===== src/rtl/sm2201_isa_cycle_controller.sv =====
// SM2201 ISA front end: address decode, strobe sync, byte pairing and
// CHRDY wait-state control toward the CAMAC register strobe interface.
module sm2201_isa_cycle_controller #(
    parameter logic [9:0] BASE_ADDR      = 10'h100,
    parameter int         WIN_BITS       = 6,
    parameter int         TIMEOUT_CYCLES = 64
) (
    input  logic                isa_clk,
    input  logic                isa_reset,
    input  logic [9:0]          isa_addr,
    input  logic                isa_ale,
    input  logic                isa_aen,
    input  logic                isa_ior,
    input  logic                isa_iow,
    input  logic [7:0]          isa_data_in,
    output logic [7:0]          isa_data_out,
    output logic                isa_data_oe,
    output logic                isa_chrdy,
    output logic [WIN_BITS-2:0] reg_addr,
    output logic [15:0]         reg_wr_data,
    output logic                reg_wr_stb,
    output logic                reg_rd_stb,
    input  logic [15:0]         reg_rd_data,
    input  logic                reg_ack,
    output logic                timeout_flag
);

    localparam logic [2:0] S_IDLE    = 3'd0;
    localparam logic [2:0] S_DECODE  = 3'd1;
    localparam logic [2:0] S_WAIT    = 3'd2;
    localparam logic [2:0] S_DONE    = 3'd3;
    localparam logic [2:0] S_RELEASE = 3'd4;

    localparam int                CNT_W    = $clog2(TIMEOUT_CYCLES) + 1;
    localparam logic [CNT_W-1:0]  CNT_LAST = CNT_W'(TIMEOUT_CYCLES - 1);
    localparam logic [WIN_BITS-1:0] OFF_CLR = '1;

    logic [9:0]          r_addr;
    logic                r_ior_s1, r_ior_s2, r_ior_q;
    logic                r_iow_s1, r_iow_s2, r_iow_q;
    logic [2:0]          r_state;
    logic                r_is_rd;
    logic [WIN_BITS-1:0] r_off;
    logic [7:0]          r_lo_hold;
    logic [7:0]          r_hi_hold;
    logic [CNT_W-1:0]    r_cnt;

    logic w_hit;
    logic w_rd_go;
    logic w_wr_go;
    logic w_strobe_hi;

    always_ff @(posedge isa_clk or negedge isa_reset) begin
        if (!isa_reset) begin
            r_addr <= '0;
        end else if (isa_ale) begin
            r_addr <= isa_addr;
        end
    end

    // Strobes idle high; sync chain resets to the idle level.
    always_ff @(posedge isa_clk or negedge isa_reset) begin
        if (!isa_reset) begin
            r_ior_s1 <= 1'b1;
            r_ior_s2 <= 1'b1;
            r_ior_q  <= 1'b1;
            r_iow_s1 <= 1'b1;
            r_iow_s2 <= 1'b1;
            r_iow_q  <= 1'b1;
        end else begin
            r_ior_s1 <= isa_ior;
            r_ior_s2 <= r_ior_s1;
            r_ior_q  <= r_ior_s2;
            r_iow_s1 <= isa_iow;
            r_iow_s2 <= r_iow_s1;
            r_iow_q  <= r_iow_s2;
        end
    end

    assign w_hit = (r_addr[9:WIN_BITS] == BASE_ADDR[9:WIN_BITS]) && !isa_aen;
    // A fall on one strobe only counts while the other is still high.
    assign w_rd_go = r_ior_q & ~r_ior_s2 & r_iow_s2;
    assign w_wr_go = r_iow_q & ~r_iow_s2 & r_ior_s2;
    assign w_strobe_hi = r_is_rd ? r_ior_s2 : r_iow_s2;

    always_ff @(posedge isa_clk or negedge isa_reset) begin
        if (!isa_reset) begin
            r_state      <= S_IDLE;
            r_is_rd      <= 1'b0;
            r_off        <= '0;
            r_lo_hold    <= '0;
            r_hi_hold    <= '0;
            r_cnt        <= '0;
            isa_data_out <= '0;
            isa_data_oe  <= 1'b0;
            isa_chrdy    <= 1'b1;
            reg_addr     <= '0;
            reg_wr_data  <= '0;
            reg_wr_stb   <= 1'b0;
            reg_rd_stb   <= 1'b0;
            timeout_flag <= 1'b0;
        end else begin
            reg_wr_stb <= 1'b0;
            reg_rd_stb <= 1'b0;
            unique case (r_state)
                S_IDLE: begin
                    if (w_hit && (w_rd_go || w_wr_go)) begin
                        r_is_rd <= w_rd_go;
                        r_off   <= r_addr[WIN_BITS-1:0];
                        r_state <= S_DECODE;
                    end
                end
                S_DECODE: begin
                    r_cnt <= '0;
                    if (r_is_rd) begin
                        if (r_off[0]) begin
                            isa_data_out <= r_hi_hold;
                            isa_data_oe  <= 1'b1;
                            r_state      <= S_DONE;
                        end else begin
                            reg_rd_stb <= 1'b1;
                            reg_addr   <= r_off[WIN_BITS-1:1];
                            isa_chrdy  <= 1'b0;
                            r_state    <= S_WAIT;
                        end
                    end else if (r_off[0]) begin
                        reg_wr_data <= {isa_data_in, r_lo_hold};
                        reg_addr    <= r_off[WIN_BITS-1:1];
                        reg_wr_stb  <= 1'b1;
                        isa_chrdy   <= 1'b0;
                        r_state     <= S_WAIT;
                        if (r_off == OFF_CLR) begin
                            timeout_flag <= 1'b0;
                        end
                    end else begin
                        r_lo_hold <= isa_data_in;
                        r_state   <= S_DONE;
                    end
                end
                S_WAIT: begin
                    r_cnt <= r_cnt + 1'b1;
                    if (reg_ack) begin
                        if (r_is_rd) begin
                            isa_data_out <= reg_rd_data[7:0];
                            r_hi_hold    <= reg_rd_data[15:8];
                            isa_data_oe  <= 1'b1;
                        end
                        isa_chrdy <= 1'b1;
                        r_state   <= S_DONE;
                    end else if (r_cnt == CNT_LAST) begin
                        if (r_is_rd) begin
                            isa_data_out <= 8'hFF;
                            r_hi_hold    <= 8'hFF;
                            isa_data_oe  <= 1'b1;
                        end
                        isa_chrdy    <= 1'b1;
                        timeout_flag <= 1'b1;
                        r_state      <= S_DONE;
                    end
                end
                S_DONE: begin
                    if (w_strobe_hi) begin
                        isa_data_oe <= 1'b0;
                        r_state     <= S_RELEASE;
                    end
                end
                S_RELEASE: begin
                    isa_data_oe <= 1'b0;
                    r_state     <= S_IDLE;
                end
                default: begin
                    r_state <= S_IDLE;
                end
            endcase
        end
    end

endmodule

===== config.mk =====
export PLATFORM = sky130hd
export DESIGN_NAME = sm2201_isa_cycle_controller
export DESIGN_NICKNAME = d
export VERILOG_FILES = /design/src/rtl/sm2201_isa_cycle_controller.sv
export SDC_FILE = /design/constraint.sdc
export NUM_CORES = 1
export LEC_CHECK = 0
export CAP_MARGIN = 10
export CORE_UTILIZATION = 50
export CTS_CLUSTER_DIAMETER = 120
export CTS_CLUSTER_SIZE = 14
export DETAILED_ROUTE_END_ITERATION = 6
export PLACE_DENSITY_LB_ADDON = 0.3
export SLEW_MARGIN = 20
export SYNTH_ARGS = -nofsm -noshare
export SYNTH_HDL_FRONTEND = slang
export SYNTH_SLANG_ARGS = --single-unit

===== constraint.sdc =====
create_clock -name isa_clk -period 2.81 [get_ports isa_clk]
set_input_delay 0.843 -clock isa_clk [delete_from_list [all_inputs] [get_ports isa_clk]]
set_output_delay 0.843 -clock isa_clk [all_outputs]
set_load 0.02 [all_outputs]

=== Word level (Yosys, flattened, before mapping) ===
Cells that the tools add are included.

* Flip-flop bits (word level): 83
* Output and inout port bits: 34
* Bits of input ports: 41

* Reduce and logical (&&, ||, !) cells: 19
* Add/subtract/negate cells: 1
* Mux-type cells: 46
* Eq/ne operators: 20
* Bitwise gates (word level): 8

{| class="wikitable"
|+ Operators by type and width
! operator !! number
|-
| 8-bit 2-to-1 mux || 8
|-
| 1-bit 2-to-1 mux || 24
|-
| 2-bit inequality test (second input constant) || 10
|-
| 8-bit one-hot mux with 2 select lines || 1
|-
| 3-bit 2-to-1 mux || 5
|-
| 5-bit 2-to-1 mux || 3
|-
| 3-bit AND reduction || 5
|-
| 7-bit one-hot mux with 2 select lines || 1
|-
| 3-bit one-hot mux with 4 select lines || 1
|-
| 5-bit AND reduction || 2
|-
| 3-bit inequality test (second input constant) || 3
|-
| 7-bit by 1-bit adder with 7-bit output (second input constant) || 1
|-
| 7-bit by 6-bit equality test with 1-bit output (second input constant) || 1
|-
| 3-bit by 2-bit equality test with 1-bit output (second input constant) || 2
|-
| 6-bit equality test (second input constant) || 1
|-
| 6-bit AND reduction || 1
|-
| 2-bit nonzero test || 3
|-
| 1-bit AND || 4
|-
| 4-bit by 3-bit equality test with 1-bit output (second input constant) || 1
|-
| 1-bit inverter || 4
|-
| 1-bit one-hot mux with 2 select lines || 2
|-
| 1-bit one-hot mux with 4 select lines || 1
|-
| 4-bit AND reduction || 1
|-
| 4-bit nonzero test || 1
|-
| other kinds (7) || 8
|}

=== Depth between registers and ports, before layout ===
* Depth after elaboration: 7
* Depth in mapped cells: 6
* Depth with buffers taken out: 5

=== Worst setup path after synthesis ===
Ideal clock, no wire load.

* Kind: input-to-reg
* Start point: in isa_aen
* End point: reg r_is_rd
* Data arrival time: 1.964 ns
* Path slack: 0.722 ns
* Stages: 5
* Path through: nand2b_1 > nor4_1 > and4b_1 > clkbuf_1 > mux2_2

* Longest elaborated chain between the ends: 4

{| class="wikitable"
|+ RTL lines
! element !! RTL line !! RTL
|-
| start: declaration || 12 || <nowiki>input logic isa_aen,</nowiki>
|-
| 1-bit zero test || 80 || <nowiki>assign w_hit = (r_addr[9:WIN_BITS] == BASE_ADDR[9:WIN_BITS]) && !isa_aen;</nowiki>
|-
| 1-bit logical AND || 80 ||
|-
| 1-bit logical AND || 107 || <nowiki>if (w_hit && (w_rd_go || w_wr_go)) begin</nowiki>
|-
| 2-bit AND reduction (no source line) || -- ||
|-
| end signal: assignment || 108 || <nowiki>r_is_rd <= w_rd_go;</nowiki>
|-
| end: declaration || 42 || <nowiki>logic r_is_rd;</nowiki>
|}

No other way between the ends.
A chain may end at the register's enable or synchronous reset.

=== Worst setup path in the final report ===
* Start point: reg isa_chrdy
* End point: out isa_chrdy

{| class="wikitable"
|+ RTL lines
! element !! RTL line !! RTL
|-
| start: declaration || 18 || <nowiki>output logic isa_chrdy,</nowiki>
|-
| start signal: assignment || 96 || <nowiki>isa_chrdy <= 1'b1;</nowiki>
|-
| start signal: assignment || 123 || <nowiki>isa_chrdy <= 1'b0;</nowiki>
|-
| start signal: assignment || 130 || <nowiki>isa_chrdy <= 1'b0;</nowiki>
|}

No word-level cell between the ends.

==> flow_summary_export.csv <==
group,metric,value,unit
worst_setup_path,cp_top_family,"buffers and inverters",
worst_setup_path,cp_max_fo,3,
finish,multiInputGateArea,1290,sq um
finish,antenna_cells,0,
clocking,cts_sinks,83,
global_routing,grt_pass1_wl,11.2,mm
detailed_routing,via_per_inst,5.48,
synthesis,synth_flop_cell,"dfrtp_1",
synthesis,postSynthAreaPerCell,13.4,sq um
synthesis,synth-async-reset-ratio,100,%
synthesis,synth.cell_area,3490,sq um
worst_setup_path,cp.required,1970,ps
sta,fin_crit_sh,84.6,%
sta,setup_violations,0,
power,total_power,4.00,mW
worst_setup_path,cp_num_buf_inv,1,
synthesis,ys_warn_count,0,
detailed_routing,vias,2314,
detailed_routing,routedWlPerCell,15.8,um
synthesis,ys_top_cells_by_area,"dfrtp_1, mux2_2, dfstp_2, o22a_1, a31oi_1",
worst_setup_path,crit_slowest_cell,"clkdlybuf4s50_1",
sta,grt_setup_unrepaired,"false",
clocking,cts_tree,"built",
power,pwr-share-comb,30.5,%
floorplan,core_area,6760,sq um
synthesis,ys_types,45,
sta,skew,7.31,ps
hold_path,worstHoldPathType,"flop to flop",
power,power_leakage,2.00,nW
power,power_density,874,nW/um^2
clocking,cts_made_buffers,9,
hold_path,whs_path_depth,0,
global_routing,grt-ovfl-total,0,
power,ir_drop,0.000408,V
worst_setup_path,critPathArrivalTime,1530,ps
clocking,post_cts_buffers,0,
power,p_switching,1.23,mW
worst_setup_path,crit_path_end_kind,"primary output",
worst_setup_path,crit_chain,"clkdlybuf4s50_1",
floorplan,die-area,7320,sq um
worst_setup_path,slowest_delay,630,ps
clocking,clk_latency,350,ps
placed_design,pre_cts_slack,136,ps
power,clkPwrFrac,26.5,%
floorplan,pin_count,75,
global_routing,busiest_layer,"met2",
sta,maxSlewHeadroom,66.1,%
floorplan,fp-row-count,30,
clocking,clk_pin_slew,80,ps
global_routing,use_met3,7.41,%
synthesis,synth.top_cell.area_share,54.5,%
worst_setup_path,cp-start-kind,"flop",
placed_design,dp_hpwl,4.73,mm
global_routing,use_met1,27.4,%
global_routing,antenna_found_initial,0,
global_routing,grt_max_degree,45,
global_routing,grt_pass1_vias,2307,
clocking,hold_buffers,0,
worst_setup_path,rr_worst_depth,6,
synthesis,ys_seq_elements,83,
sta,hold_slack,357,ps
global_routing,grt_use_total,20.4,%
synthesis,seq_area_frac_synth,59.7,%
floorplan,initial_core_util,51.7,%
power,seqPwrFrac,42.9,%
floorplan,die-width,85.6,um
power,p_int,2.77,mW
detailed_routing,drc,0,
finish,finalNetCount,383,
placed_design,io_buffers,74,
detailed_routing,drt_iter0_markers,82,
detailed_routing,firstDrtPassIters,4,
global_routing,grt.met2_usage,31.1,%
finish,n_fill_cell,515,
clocking,cts_resized,0,
finish,seqCellArea,2090,sq um
placed_design,gp_congestion,0.811,
synthesis,syn-num-nets,306,
synthesis,postSynthCellCount,260,
sta,tightest_slew,495,ps
sta,final_max_slew_viol_count,0,
sta,layout_min_cycle_time,2380,ps
status,status,"finished, final reports clean",
finish,drive_above_1_share,26.6,%
sta,worst_slack,432,ps
synthesis,synth_most_common_cell,"dfrtp_1",
worst_setup_path,critPathKind,"flop to primary output",
synthesis,synth_edf_count,0,
sta,fmax,421,MHz
finish,areaGrowthSynthToFinish,31.1,%
detailed_routing,finalWirelength,6.68,mm
power,p_sw_share,30.8,%
clocking,cts-root-buf,"clkbuf_8",
synthesis,synth_top_area_cell,"dfrtp_1",
worst_setup_path,worst-path-stages,1,
sta,final.setup.tns,0,ps
clocking,htreeDepth,3,
clocking,cts_buffer_depth,2,
synthesis,yosys-top-cells-count,"dfrtp_1, mux2_2, inv_1, nor2_1",
run,maxCapViolCount,0,
floorplan,die_h,85.6,um
sta,final_hold_viol_count,0,
detailed_routing,ant_nets,0,
==> worst paths after layout <==
kind / from / endpoint / slack (ps)
max in group asynchronous: isa_reset / isa_chrdy / 1710
min in group asynchronous: isa_reset / r_hi_hold[1] / 450
hold / removal: r_iow_s1 / r_iow_s2 / 360
setup / recovery: isa_chrdy / isa_chrdy / 430
hold reg to reg: r_iow_s1 / r_iow_s2 / 360
setup reg to reg: r_cnt[0] / isa_data_out[2] / 640
==> area by class of cell <==
type,count,area share [%]
Timing Repair Buffer,79,17.2
Tap cell,80,2.19
Multi-Input combinational cell,151,28.3
Clock inverter,5,2.35
Inverter,13,1.07
Clock buffer,11,3.31
Sequential cell,83,45.6
==> through the flow <==
stage	cell area [sq um]	std cells	util, %
floorplan	3490	260	-
global placement	4320	406	63.9
detailed placement	4320	406	63.9
CTS	4580	422	67.7
global route	4580	422	67.7
finish	4580	422	67.7
==> state kept, by name, indices dropped and copies added (netlist names), 3 cells and up <==
name,cells
r_state,3
r_off,6
r_cnt,7
reg_wr_data,16
r_hi_hold,8
reg_addr,5
isa_data_out,8
r_lo_hold,8
r_addr,10
==> power by group through the flow <==
stage          registers (mW)  clock network [mW]  logic (mW)
6_report                 1.72                1.06        1.22
5_1_grt                  1.76                1.15        1.33
4_1_cts                  1.72                1.09        1.23
3_5_place_dp             1.74                   0        1.23
3_3_place_gp             1.71                   0        1.20
2_1_floorplan            1.80                   0       0.680
==> per-layer routing <==
layer | wire, um | share of wire (%) | up-vias
li1 | - | - | 1097
met2 | 3240 | 48 | 67
met4 | 87 | 1.3 | 0
met3 | 387 | 5.8 | 8
met5 | 0 | 0 | -
met1 | 2970 | 44 | 1142
==> logic make-up after synthesis <==
family,synth area share (%)
buf+inv,3.19
simple gates,7.74
fa+ha+maj,1.79
mux,17.4
flops,59.7
compound gates,10.1
==> cells in the final DEF (no fill, tap or decap), types with 5 or more instances in the layout <==
cell             Yosys  layout
a31oi_1             10      10
nor2_1              12      12
inv_1               13      13
clkdlybuf4s50_1      0      73
dfrtp_1             76      76
ha_1                 5       5
mux2_2              54      54
o22a_1               8       8
clkbuf_8             0      11
nand2_1              6       6
o21ai_0             10      10
buf_4                3       5
dfstp_2              7       7
Note: power is estimated with default switching activity, not from simulation.
